`src/rtl/lsram_dp_pkg.sv`:
```
// Shared constants and helpers for the byte-writable dual-port LSRAM buffer.
// Merge helpers work on a maximum-width word; callers extend and truncate to their own width.
package lsram_dp_pkg;

  localparam int COLL_READ_OLD    = 0;
  localparam int COLL_WRITE_FIRST = 1;

  localparam int MAX_DATA_WIDTH = 1024;
  localparam int MAX_BYTES      = MAX_DATA_WIDTH / 8;

  typedef logic [MAX_DATA_WIDTH-1:0] word_max_t;
  typedef logic [MAX_BYTES-1:0]      be_max_t;

  function automatic int bytes_of(input int width);
    return width / 8;
  endfunction

  function automatic word_max_t merge_be(input word_max_t old_word,
                                         input word_max_t new_word,
                                         input be_max_t   be);
    word_max_t merged;
    merged = old_word;
    for (int i = 0; i < MAX_BYTES; i++) begin
      if (be[i]) merged[8*i +: 8] = new_word[8*i +: 8];
    end
    return merged;
  endfunction

endpackage

```
`src/rtl/lsram_dp_bytewr_pipe_if.sv`:
```
// Write/read bus of the dual-port buffer. The master drives requests; the
// slave (the buffer) returns read data and its valid strobe.
interface lsram_dp_bytewr_pipe_if #(
  parameter int DATA_WIDTH = 32,
  parameter int ADDR_WIDTH = 7
);
  localparam int BE_WIDTH = DATA_WIDTH / 8;

  logic                  W_EN;
  logic [ADDR_WIDTH-1:0] W_ADDR;
  logic [BE_WIDTH-1:0]   W_BE;
  logic [DATA_WIDTH-1:0] W_DATA;
  logic                  R_EN;
  logic [ADDR_WIDTH-1:0] R_ADDR;
  logic [DATA_WIDTH-1:0] R_DATA;
  logic                  R_VALID;

  modport master (
    output W_EN, W_ADDR, W_BE, W_DATA, R_EN, R_ADDR,
    input  R_DATA, R_VALID
  );

  modport slave (
    input  W_EN, W_ADDR, W_BE, W_DATA, R_EN, R_ADDR,
    output R_DATA, R_VALID
  );
endinterface

```
`src/rtl/lsram_dp_core.sv`:
```
// Storage core: byte-writable array with a registered read port and an
// optional write-first bypass on same-address collisions.
module lsram_dp_core
  import lsram_dp_pkg::*;
#(
  parameter int DATA_WIDTH     = 32,
  parameter int ADDR_WIDTH     = 7,
  parameter int COLLISION_MODE = COLL_READ_OLD
) (
  input  logic                            clk,
  input  logic                            rst_n,
  input  logic                            w_en,
  input  logic [ADDR_WIDTH-1:0]           w_addr,
  input  logic [bytes_of(DATA_WIDTH)-1:0] w_be,
  input  logic [DATA_WIDTH-1:0]           w_data,
  input  logic                            r_en,
  input  logic [ADDR_WIDTH-1:0]           r_addr,
  output logic [DATA_WIDTH-1:0]           rd_q
);

  localparam int NUM_BYTES = bytes_of(DATA_WIDTH);
  localparam int DEPTH     = 2 ** ADDR_WIDTH;

  logic [DATA_WIDTH-1:0] mem [DEPTH];
  logic [DATA_WIDTH-1:0] stored;
  logic [DATA_WIDTH-1:0] rd_next;
  logic                  collide;

  assign stored  = mem[r_addr];
  assign collide = w_en && (w_addr == r_addr);

  // NOTE: every always_comb output gets a default first so no path can infer a latch.
  always_comb begin
    rd_next = stored;
    if ((COLLISION_MODE == COLL_WRITE_FIRST) && collide) begin
      rd_next = DATA_WIDTH'(merge_be(word_max_t'(stored), word_max_t'(w_data),
                                     be_max_t'(w_be)));
    end
  end

  // NOTE: the array is deliberately left out of reset so it stays inferable as block RAM;
  // writes are still suppressed while rst_n is low.
  always_ff @(posedge clk) begin
    if (w_en && rst_n) begin
      for (int i = 0; i < NUM_BYTES; i++) begin
        if (w_be[i]) mem[w_addr][8*i +: 8] <= w_data[8*i +: 8];
      end
    end
  end

  // NOTE: sequential state uses non-blocking assignments so same-edge reads see pre-write data.
  always_ff @(posedge clk or negedge rst_n) begin
    if (!rst_n) begin
      rd_q <= '0;
    end else if (r_en) begin
      rd_q <= rd_next;
    end
  end

endmodule

```
`src/rtl/lsram_dp_bytewr_pipe.sv`:
```
// Simple-dual-port LSRAM buffer with byte enables, 1- or 2-cycle read latency
// and a one-cycle read-valid strobe. Read data holds between reads.
module lsram_dp_bytewr_pipe
  import lsram_dp_pkg::*;
#(
  parameter int DATA_WIDTH     = 32,
  parameter int ADDR_WIDTH     = 7,
  parameter int RD_LATENCY     = 1,
  parameter int COLLISION_MODE = COLL_READ_OLD
) (
  input logic                  CLK,
  input logic                  RESETN,
  lsram_dp_bytewr_pipe_if.slave bus
);

  if ((RD_LATENCY != 1) && (RD_LATENCY != 2)) begin : g_bad_latency
    $error("RD_LATENCY must be 1 or 2");
  end
  if ((DATA_WIDTH % 8) != 0) begin : g_bad_width
    $error("DATA_WIDTH must be a multiple of 8");
  end
  if (DATA_WIDTH > MAX_DATA_WIDTH) begin : g_too_wide
    $error("DATA_WIDTH exceeds MAX_DATA_WIDTH");
  end

  logic [DATA_WIDTH-1:0] rd_stage1;
  logic                  valid_stage1;

  lsram_dp_core #(
    .DATA_WIDTH     (DATA_WIDTH),
    .ADDR_WIDTH     (ADDR_WIDTH),
    .COLLISION_MODE (COLLISION_MODE)
  ) u_core (
    .clk    (CLK),
    .rst_n  (RESETN),
    .w_en   (bus.W_EN),
    .w_addr (bus.W_ADDR),
    .w_be   (bus.W_BE),
    .w_data (bus.W_DATA),
    .r_en   (bus.R_EN),
    .r_addr (bus.R_ADDR),
    .rd_q   (rd_stage1)
  );

  always_ff @(posedge CLK or negedge RESETN) begin
    if (!RESETN) begin
      valid_stage1 <= 1'b0;
    end else begin
      valid_stage1 <= bus.R_EN;
    end
  end

  if (RD_LATENCY == 2) begin : g_lat2
    logic [DATA_WIDTH-1:0] rd_stage2;
    logic                  valid_stage2;

    // The second register only loads behind a real read so idle cycles keep the last word.
    always_ff @(posedge CLK or negedge RESETN) begin
      if (!RESETN) begin
        rd_stage2    <= '0;
        valid_stage2 <= 1'b0;
      end else begin
        valid_stage2 <= valid_stage1;
        if (valid_stage1) rd_stage2 <= rd_stage1;
      end
    end

    assign bus.R_DATA  = rd_stage2;
    assign bus.R_VALID = valid_stage2;
  end else begin : g_lat1
    assign bus.R_DATA  = rd_stage1;
    assign bus.R_VALID = valid_stage1;
  end

  a_no_x_ctrl : assert property (@(posedge CLK) disable iff (!RESETN)
                                 !$isunknown({bus.W_EN, bus.R_EN, RESETN}))
    else $error("X on W_EN, R_EN or RESETN");

endmodule

```
`src/flat_wrapper.sv`:
```
// flat-port wrapper written by rule: the top's interface ports become plain ports
module lsram_dp_bytewr_pipe_flat import lsram_dp_pkg::*;
#(
  parameter int DATA_WIDTH     = 32,
  parameter int ADDR_WIDTH     = 7,
  parameter int RD_LATENCY     = 1,
  parameter int COLLISION_MODE = COLL_READ_OLD
)
  (CLK, RESETN, bus_W_EN, bus_W_ADDR, bus_W_BE, bus_W_DATA, bus_R_EN, bus_R_ADDR, bus_R_DATA, bus_R_VALID);
  lsram_dp_bytewr_pipe_if #(.DATA_WIDTH(DATA_WIDTH), .ADDR_WIDTH(ADDR_WIDTH)) bus_i ();
  input logic CLK;
  input logic RESETN;
  input wire logic [$bits(bus_i.W_EN)-1:0] bus_W_EN;
  input wire logic [$bits(bus_i.W_ADDR)-1:0] bus_W_ADDR;
  input wire logic [$bits(bus_i.W_BE)-1:0] bus_W_BE;
  input wire logic [$bits(bus_i.W_DATA)-1:0] bus_W_DATA;
  input wire logic [$bits(bus_i.R_EN)-1:0] bus_R_EN;
  input wire logic [$bits(bus_i.R_ADDR)-1:0] bus_R_ADDR;
  output wire logic [$bits(bus_i.R_DATA)-1:0] bus_R_DATA;
  output wire logic [$bits(bus_i.R_VALID)-1:0] bus_R_VALID;
  assign bus_i.W_EN = bus_W_EN;
  assign bus_i.W_ADDR = bus_W_ADDR;
  assign bus_i.W_BE = bus_W_BE;
  assign bus_i.W_DATA = bus_W_DATA;
  assign bus_i.R_EN = bus_R_EN;
  assign bus_i.R_ADDR = bus_R_ADDR;
  assign bus_R_DATA = bus_i.R_DATA;
  assign bus_R_VALID = bus_i.R_VALID;
  lsram_dp_bytewr_pipe #(.DATA_WIDTH(DATA_WIDTH), .ADDR_WIDTH(ADDR_WIDTH), .RD_LATENCY(RD_LATENCY), .COLLISION_MODE(COLLISION_MODE)) u_core (.CLK(CLK), .RESETN(RESETN), .bus(bus_i));
endmodule
```
`config.mk`:
```
export PLATFORM = sky130hd
export DESIGN_NAME = lsram_dp_bytewr_pipe_flat
export DESIGN_NICKNAME = d
export VERILOG_FILES = /design/src/rtl/lsram_dp_pkg.sv /design/src/rtl/lsram_dp_bytewr_pipe_if.sv /design/src/rtl/lsram_dp_core.sv /design/src/rtl/lsram_dp_bytewr_pipe.sv /design/src/flat_wrapper.sv
export SDC_FILE = /design/constraint.sdc
export NUM_CORES = 2
export LEC_CHECK = 0
export ABC_AREA = 1
export CORE_ASPECT_RATIO = 2
export CORE_MARGIN = 5
export CORE_UTILIZATION = 40
export DETAILED_ROUTE_END_ITERATION = 10
export HOLD_SLACK_MARGIN = 0.1
export SLEW_MARGIN = 20
export SYNTH_ARGS = -nofsm -noshare
export SYNTH_HDL_FRONTEND = slang
export SYNTH_SLANG_ARGS = --single-unit
```
`constraint.sdc`:
```
create_clock -name CLK -period 3 [get_ports CLK]
set_input_delay 0.6 -clock CLK [delete_from_list [all_inputs] [get_ports CLK]]
set_output_delay 0.6 -clock CLK [all_outputs]
set_load 0.005 [all_outputs]
```
======== Word level (Yosys, flattened, before mapping) ========
Memories as Yosys holds them, arrays and structs flattened. A register that Yosys moved wholly into a read port is not among the register bits.
Index checks and enable logic that the tools add are counted.
Widths: inputs -> output; s select.
word-level totals
  register bits after elaboration ......... 1
  memory bits (writable) .................. 4096
  input port bits ......................... 54
  output and inout bits ................... 33
  word-level logic and storage cells ...... 16
  memories ................................ 1
cells by class
  multiplexer cells ....................... 12
  reductions and logical operators ........ 2
memory list
  memory             words  bits a word  read ports  clocked after Yosys merged registers in  wr ports  line                 source
  u_core.u_core.mem  128    32           1           1                                        1         lsram_dp_core.sv:24  logic [DATA_WIDTH-1:0] mem [DEPTH];
operators by type and width
  cell               number
  $mux 1             12
  $logic_and 1x1->1  1
  $logic_not 1->1    1

======== Longest topological paths before layout ========
  word-level depth ........................ 3
  mapped depth ............................ 15
  depth with buffers taken out ............ 11

======== Hierarchy ========
A second synthesis with hierarchy kept.
unflattened totals
  cells, all modules ...................... 14047
  area total of the unflattened synthesis .. 167619.5 um^2
by module, submodules not included
  module                times used  cells an instance  area an instance (um^2)  sequential area each (um^2)
  lsram_dp_core         1           14046              167594.5                 123798.7
  lsram_dp_bytewr_pipe  1           1                  25.0                     25.0

======== Worst setup path before layout ========
OpenSTA, ideal clock, no wires.
  path type ............................... input port to flip-flop
  from .................................... input port bus_W_ADDR[2]
  to ...................................... memory u_core.u_core.mem[104][0] (enable)
  setup time .............................. 0.370 ns
  data arrival time ....................... 1.886 ns
  data required time ...................... 2.630 ns
  slack ................................... 0.744 ns
  stages .................................. 4
  path buffers ............................ 1
  cells stage by stage .................... nor3_1 -> clkbuf_1 -> nand2_1 -> nor2_1
RTL lines
  what             line                 source
  start, declared  flat_wrapper.sv:14   input wire logic [$bits(bus_i.W_ADDR)-1:0] bus_W_ADDR;
  end, declared    lsram_dp_core.sv:24
No word-level cell before the write port.

======== Worst setup path after layout ========
  from .................................... register u_core.u_core.rd_q[23], read port of u_core.u_core.mem
  to ...................................... output port bus_R_DATA[23]
RTL lines
  what             line                 source
  start, declared  lsram_dp_core.sv:18  output logic [DATA_WIDTH-1:0] rd_q
  end, declared    flat_wrapper.sv:19   output wire logic [$bits(bus_i.R_DATA)-1:0] bus_R_DATA;
No word-level cell between the ends.

==> impl_metrics.tcl <==
set metrics [dict create \
    status "finished clean" \
    hold_class "in -> reg" \
    rsz0062_at_grt "false" \
    dpl_cell_area_sq_um 185000 \
    avgSynthCellArea_sq_um 11.9 \
    cts_root_buf "clkbuf_16" \
    worstMarginPinSlew_ns 1.06 \
    grt_use_total_pct 25.3 \
    start_util_pct 40.1 \
    gr-total-overflow 0 \
    layout.nets 15000 \
    dieArea_sq_um 433000 \
    antenna_found_initial 26 \
    synth_edf_count 4096 \
    ys_seq_area_share_pct 73.9 \
    die_h_um 926 \
    start_kind "flop" \
    p_total_mw 119 \
    grt_busiest_layer "met2" \
    clockBufferDepth 4 \
    maxCapViolCount 0 \
    critical_path_class "reg -> out" \
    p_per_area_nw_per_um2 604 \
    syn_area_sq_um 168000 \
    ys_types 16 \
    clk-insertion-delay-late_ns 0.96 \
    design_area_sq_um 197000 \
    critical-path-top-delay-family "buffers and inverters" \
    wire_per_inst_um 27.1 \
    synth-seq-cells 4129 \
    drt_wl_total_mm 563 \
    cts.sinks 4129 \
    yosys.area.top_type "edfxtp_1" \
    place_ws_ns -0.153 \
    num_rows 336 \
    vias 115000 \
    max_stage_delay_ns 0.71 \
    antenna_left 0 \
    gp_congestion 0.912 \
    areaGrowthSynthToFinish_pct 17.6 \
    post-route-period-util_pct 96.1 \
    first_global_vias 111000 \
    synth_fp_nets 14100 \
    cts_buffers 340 \
    io-pin-count 87 \
    setup_violations 0 \
    max_freq_mhz 347 \
    dr.first_iter.drc_count 12000 \
    fin_ws_ns 0.117 \
    peakVddDrop_v 0.000451 \
    cts_setup_buffers 0 \
    grt_max_degree 96 \
    drc 0 \
    path_buf_inv 1 \
    port_buffers 86 \
    leakage_nw 70.2 \
    crit_chain "clkdlybuf4s50_1" \
    viasPerCell 5.53 \
    layout-drive-gt1-share_pct 13.0 \
    synth-main-ff-cell "edfxtp_1" \
    crit_path_max_fanout 2 \
    yosysTopAreaCellShare_pct 73.4 \
    ys_warn_count 0 \
    end_kind "primary output" \
    ys_async_sr_fraction_pct 0.799 \
    yosysMostFrequentCell "nand2_1" \
    cts_tree "done" \
    clk_pin_slew_worst_paths_ns 0.07 \
    core-area_sq_um 418000 \
    cp_slowest_cell "clkdlybuf4s50_1" \
    relSlewSlack_pct 29.4 \
    fin_crit_ns 2.88 \
    report.final.slew_viol_count 0 \
    grt_pass1_wl_mm 793 \
    finalHoldViolCount 0 \
    die_x_um 468 \
    first_pass_iters 6 \
    skew_ns 0.0717 \
    use_met2_pct 44.1 \
    arrival_ns 2.28 \
    synth_common_cells "4360 x nand2_1, 4096 x edfxtp_1, 4036 x nand3_1, 528 x nor2_1, 472 x buf_2" \
    hpwl_mm 387 \
    post-route-util_pct 47.1 \
    fin_hold_ws_ns 0.140 \
    htreeDepth 5 \
    crit_required_ns 2.40 \
    met1_usage_pct 27.8 \
    met3_usage_pct 2.68 \
    ys_top_cells_by_area "edfxtp_1 73%, nand3_1 12%, nand2_1 9.8%" \
    syn_inst 14000 \
]
## state kept, by name, indices dropped and copies added (netlist names)
| name | flops |
|---|---|
| u_core.u_core.mem | 4096 |
| u_core.u_core.rd_q | 32 |
| u_core.bus.R_VALID | 1 |
## cell usage in the layout, fill, tap and decap left out, types with 4 or more instances in the layout
cell             count
edfxtp_1          4096
bufinv_16           48
clkbuf_8            11
buf_6                8
nor2_1             528
dlygate4sd3_1       11
dfrtp_1             32
clkinv_4             4
clkinvlp_4          21
inv_1                7
nand3_1           4032
clkdlybuf4s50_1     45
nand3_4              4
buf_4             1072
nand2_1           4360
inv_16               4
clkbuf_1            50
buf_12             361
clkinv_2            65
nor3_2               8
inv_6                6
diode_2              9
clkinv_1            55
clkbuf_16          349
## path summary, 6_finish.rpt
path / startpoint / endpoint / slack (ns) / depth (start not counted)
max reg2reg: u_core.u_core.mem[99][29] / u_core.u_core.rd_q[29] / 0.98 / 12
min reg2reg: u_core.u_core.rd_q[6] / u_core.u_core.rd_q[6] / 0.59 / 2
min: bus_W_DATA[1] / u_core.u_core.mem[21][1] / 0.14 / 1
min in group asynchronous: RESETN / u_core.u_core.rd_q[4] / 0.47 / 3
max in group asynchronous: RESETN / u_core.u_core.rd_q[13] / 1.47 / 4
max: u_core.u_core.rd_q[23] / bus_R_DATA[23] / 0.12 / 1
## logic make-up (layout without fill, tap and decap cells)
family / Yosys count / after routing / synth area share (%)
buf+inv: 986 / 2134 / 3.13
flops: 4129 / 4129 / 73.9
other cells: 0 / 9 / 0
simple gates: 8932 / 8932 / 23.0
## stage by stage
stage	std cells	TNS, ns
floorplan	14000	0
global placement	20100	-27.07
detailed placement	20100	-14.85
CTS	20800	0
global route	20800	0
finish	20800	0
## timing repair
item	4_1_cts	5_1_grt
gates resized for setup	1	0
setup endpoints to repair	1	0
hold endpoints to repair	128	0
hold buffers	11	0
## layer usage
layer	vias up	part of all wire [%]
li1	51500	-
met1	56900	33
met2	5058	51
met3	1381	6.0
met4	6	9.9
met5	-	0.0064
## where the power goes
| part | internal (mW) | switching [mW] |
|---|---|---|
| Clock | 25.9 | 20.9 |
| Combinational | 2.56 | 6.13 |
| Sequential | 63.5 | 0.187 |
| Total | 91.9 | 27.3 |
## area by class of cell
class / instances / area (sq um)
fillers: 36900 / 221000
flip-flops and latches: 4129 / 124000
multi-input cells: 8932 / 38700
repair buffers: 1503 / 16000
clock buffers: 410 / 9070
well taps: 5577 / 6980
clock inverters: 206 / 2390
inverters: 15 / 110
diodes: 9 / 22.5
Power figures use the tool's default switching activity.
